$ cat src/rtl/pc_gen.sv
// Program counter / issue stage: holds the PC, drives the imem word address,
// waits out the read latency and pulses f_valid, one instruction in flight.
// Latency: start or retire -> f_valid after MEM_LAT+1 cycles. stall holds ISSUE.
//
// Ports:
//   clk, rstn                   clock, async active-low reset
//   start                       begin issuing (honoured in IDLE and HALT only)
//   stall                       withhold f_valid while in ISSUE
//   write/store/jump_finish     retire pulses, honoured only in BUSY
//   jump_taken, jump_target     redirect qualifier and target, valid with jump_finish
//   halt_req                    stop after the retiring instruction
//   iaddr, pc                   current fetch address (identical values)
//   f_valid                     instruction word valid on the memory bus this cycle
//   running                     high in WAIT, ISSUE and BUSY
//   inst_count                  number of f_valid cycles since reset, wrapping
module pc_gen #(
    parameter int                 ADDR_W   = 15,
    parameter int                 MEM_LAT  = 2,
    parameter logic [ADDR_W-1:0]  RESET_PC = '0
) (
    input  logic              clk,
    input  logic              rstn,
    input  logic              start,
    input  logic              stall,
    input  logic              write_finish,
    input  logic              store_finish,
    input  logic              jump_finish,
    input  logic              jump_taken,
    input  logic [ADDR_W-1:0] jump_target,
    input  logic              halt_req,
    output logic [ADDR_W-1:0] iaddr,
    output logic [ADDR_W-1:0] pc,
    output logic              f_valid,
    output logic              running,
    output logic [31:0]       inst_count
);

    typedef enum logic [2:0] {
        S_IDLE,
        S_WAIT,
        S_ISSUE,
        S_BUSY,
        S_HALT
    } state_t;

    localparam logic [3:0]        LAT_LOAD = 4'(MEM_LAT);
    localparam logic [ADDR_W-1:0] PC_ONE   = {{(ADDR_W-1){1'b0}}, 1'b1};

    state_t            state_q, state_d;
    logic [3:0]        lat_cnt_q, lat_cnt_d;
    logic [ADDR_W-1:0] pc_q, pc_d;
    logic [31:0]       inst_cnt_q;
    logic              retire;
    logic              issue_fire;

    // Simultaneous retire pulses collapse into a single retire.
    assign retire = write_finish | store_finish | jump_finish;

    always_comb begin
        state_d    = state_q;
        lat_cnt_d  = lat_cnt_q;
        pc_d       = pc_q;
        issue_fire = 1'b0;

        case (state_q)
            S_IDLE: begin
                if (start) begin
                    state_d   = S_WAIT;
                    lat_cnt_d = LAT_LOAD;
                end
            end
            S_WAIT: begin
                // Counter holds the remaining latency cycles including this one.
                lat_cnt_d = lat_cnt_q - 4'd1;
                if (lat_cnt_q == 4'd1) begin
                    state_d = S_ISSUE;
                end
            end
            S_ISSUE: begin
                issue_fire = ~stall;
                if (!stall) begin
                    state_d = S_BUSY;
                end
            end
            S_BUSY: begin
                if (retire) begin
                    // Jump redirect wins over sequential advance.
                    if (jump_finish && jump_taken) begin
                        pc_d = jump_target;
                    end else begin
                        pc_d = pc_q + PC_ONE;
                    end
                    if (halt_req) begin
                        state_d = S_HALT;
                    end else begin
                        state_d   = S_WAIT;
                        lat_cnt_d = LAT_LOAD;
                    end
                end
            end
            S_HALT: begin
                if (start) begin
                    pc_d      = RESET_PC;
                    state_d   = S_WAIT;
                    lat_cnt_d = LAT_LOAD;
                end
            end
            default: begin
                state_d = S_IDLE;
            end
        endcase
    end

    always_ff @(posedge clk or negedge rstn) begin
        if (!rstn) begin
            state_q    <= S_IDLE;
            lat_cnt_q  <= 4'd0;
            pc_q       <= RESET_PC;
            inst_cnt_q <= 32'd0;
        end else begin
            state_q   <= state_d;
            lat_cnt_q <= lat_cnt_d;
            pc_q      <= pc_d;
            if (issue_fire) begin
                inst_cnt_q <= inst_cnt_q + 32'd1;
            end
        end
    end

    // pc is the registered memory address, so iaddr follows it on the same edge.
    assign iaddr      = pc_q;
    assign pc         = pc_q;
    assign f_valid    = issue_fire;
    assign running    = (state_q == S_WAIT) || (state_q == S_ISSUE) || (state_q == S_BUSY);
    assign inst_count = inst_cnt_q;

endmodule

$ cat config.mk
export PLATFORM = sky130hd
export DESIGN_NAME = pc_gen
export DESIGN_NICKNAME = d
export VERILOG_FILES = /design/src/rtl/pc_gen.sv
export SDC_FILE = /design/constraint.sdc
export NUM_CORES = 1
export LEC_CHECK = 0
export BUFFER_PORTS_ARGS = -buffer_cell sky130_fd_sc_hd__buf_2
export CAP_MARGIN = 25
export CORE_MARGIN = 10
export CORE_UTILIZATION = 47
export CTS_CLUSTER_DIAMETER = 200
export DETAILED_ROUTE_END_ITERATION = 6
export MAX_ROUTING_LAYER = met4
export PLACE_DENSITY_LB_ADDON = 0.05
export SYNTH_ARGS = -nofsm -noshare
export SYNTH_HDL_FRONTEND = slang
export SYNTH_SLANG_ARGS = --single-unit
$ cat constraint.sdc
create_clock -name clk -period 2.15 [get_ports clk]
set_input_delay 0.1075 -clock clk [delete_from_list [all_inputs] [get_ports clk]]
set_output_delay 0.1075 -clock clk [all_outputs]
set_load 0.005 [all_outputs]
==> metrics.cfg <==
[run_status]
outcome=finished clean

[critical_path]
start_kind=flop
endpoint_kind=flop
r2r-start=state_q[0]
arrival_ns=2.24
critical_path.max_fanout=7
cp-endpoint=inst_count[31]
cp.required_ns=2.38
critical_path.reg2reg.endpoint=inst_count[31]
path_class=flop to flop
startpoint=state_q[0]
timing.reg2reg.setup_slack_ns=0.14
reg2reg_depth=4

[timing]
worst_hold_slack_ns=0.0414
worst_slew_pin_slew_ns=0.706
finalSetupViolCount=0
finalWorstPathRequiredPeriod_ns=2.01
fin_ws_ns=0.138
fmax_mhz=497
fin_tns_setup_ns=0
maxSlewHeadroom_pct=52.9
final_max_slew_viol_count=0
finalHoldViolCount=0
grt_setup_unrepaired=no
finClkSkew_ns=0.00491
final.period_utilization_pct=93.6

[synth]
syn_avg_cell_area_um2=9.61
syn-num-nets=344
synth-seq-cells=54
yosys-top-cells-area=dfrtp_1 (44%), xor2_1 (4.6%), xnor2_1 (4.3%), buf_4 (3.7%), nand2_1 (3.6%)
synthCells=316
synthFlopType=dfrtp_1
yosysTopAreaCellShare_pct=44.5
yosysTopAreaCell=dfrtp_1
synth-edff-count=0
synth_warnings=0
yosysSeqAreaShare_pct=44.5
syn-cell-area_mm2=0.00304
async_reset_ff_share_pct=100
ys_types=51

[power]
power.density_mw_per_mm2=922
p_total_mw=3.30
p_leak_nw=1.77
ir_drop_v=0.000489

[placed_design]
place_ws_ns=0.144
port_buffers=87
post-place-cells=465
dpl.hpwl_um=5640
place_congestion=0.788
place_area_mm2=0.00348

[global_route]
antenna_found_initial=0
grt_pass1_vias=2630
grt_start_max_net_pins=55
grtUsageTotal_pct=15.3
grt_pass1_wl_um=12700
grt_overflow=0

[layout]
final_nets=424
diodes=0
fin_util_pct=56.7
instances_no_fill=474
drive_above_1_share_pct=30.0
area_delta_synth_final_pct=17.8
finalInstanceArea_mm2=0.00358

[clock_tree]
cts_tree=done
cts_root_buf=clkbuf_8
clk_latency_ns=0.30
cts_buffers=5
cts-htree-levels=2
post_cts_resized=0
clock_path_buffers=2
clk_pin_slew_ns=0.09
clock-sinks=54
postCtsSetupRepairBufs=0
postCtsHoldBufs=1

[routing]
vias=2614
drt-total-wl_um=7660
drc=0
drt_iter0_drc=60
drt-pass1-iter-count=4
wl_per_cell_um=16.2
final_antenna_net_count=0
viasPerCell=5.51

[floorplan]
io_pins=88
rows=29
initial_core_util_pct=48.1
core_area_mm2=0.00631
fp.dieH_um=100
dieWidth_um=100
dieArea_mm2=0.0101

[min_path]
min_path_type=primary input to flop
hold_start=start

[job]
drv_cap=0

-- power breakdown --
part | total, mW | switching [mW] | leakage (nW) | internal, mW
registers | 1.50 | 0.282 | 0.713 | 1.22
clock network | 0.587 | 0.326 | 0.0482 | 0.261
logic | 1.21 | 0.637 | 1.01 | 0.575
-- cell families after synthesis --
kind of cell    after synthesis  share of synthesized area [%]
simple gates                128                           23.5
fa+ha+maj                     4                           1.65
xor+xnor                     32                           9.47
mux                           2                          0.700
compound gates               57                           12.8
flops                        54                           44.5
buf+inv                      39                           7.41
-- cell usage in the layout (no fill, tap or decap), drive strengths merged, types with 4 or more instances in the layout --
cell      n
a21oi    10
a22oi     8
and3      4
buf      98
clkbuf    7
dfrtp    54
ha        4
inv      13
nand2    29
nand3    13
nand4    13
nor2     19
nor3     18
nor4     10
o21ai    14
o2bb2ai   9
xnor2    16
xor2     16
-- worst max-delay path, cell delays in order, from the launching register on --
cell     delay (ns)
dfrtp_1        0.39
or4b_4         0.59
or4_4          0.61
nor3_2         0.20
xor2_1         0.15
-- per-layer routing --
| metal | GRT usage (%) | wire length, µm |
|---|---|---|
| met1 | 19.5 | 3640 |
| met2 | 23.6 | 3560 |
| met3 | 3.16 | 388 |
| met4 | 5.00 | 72 |
| met5 | - | 0 |
-- cells in the mapped netlist, types with 2 or more instances --
| cell | number |
|---|---|
| a211o_1 | 2 |
| a21oi_1 | 10 |
| a22oi_1 | 8 |
| and2_1 | 3 |
| and3_1 | 4 |
| buf_1 | 2 |
| buf_4 | 15 |
| buf_6 | 3 |
| clkbuf_1 | 6 |
| dfrtp_1 | 54 |
| ha_1 | 4 |
| inv_1 | 13 |
| nand2_1 | 29 |
| nand3_1 | 13 |
| nand3b_1 | 2 |
| nand4_1 | 13 |
| nor2_1 | 19 |
| nor3_1 | 14 |
| nor3_2 | 4 |
| nor3b_1 | 3 |
| nor4_1 | 8 |
| nor4_2 | 2 |
| o21ai_0 | 14 |
| o22ai_1 | 2 |
| o2bb2ai_1 | 9 |
| o31a_1 | 2 |
| o31ai_1 | 2 |
| or3_1 | 3 |
| or4_4 | 2 |
| xnor2_1 | 15 |
| xor2_1 | 16 |
-- worst min path at each step --
stage,endpoint,slack [ns],depth (start not counted)
after floorplan,iaddr[0],-0.19,0
after global placement,inst_count[30],0.29,2
after detailed placement,inst_count[30],0.30,2
after CTS,state_q[2],0.03,2
after global routing,state_q[2],0.03,2
final,state_q[2],0.04,2
-- state kept, by name (all words and copies together), names as in the netlist --
| register | flops |
|---|---|
| iaddr | 15 |
| lat_cnt_q | 4 |
| inst_count | 32 |
| state_q | 3 |
-- area by class of cell --
| type | instances | area [µm²] |
|---|---|---|
| clock buffer | 7 | 86.3 |
| clock inverter | 1 | 5.00 |
| fill | 594 | 2740 |
| inverter | 13 | 48.8 |
| multi-input combinational | 223 | 1460 |
| sequential | 54 | 1350 |
| tap | 77 | 96.3 |
| timing repair buffer | 99 | 528 |
No activity file was read; power rests on OpenSTA's default activity.
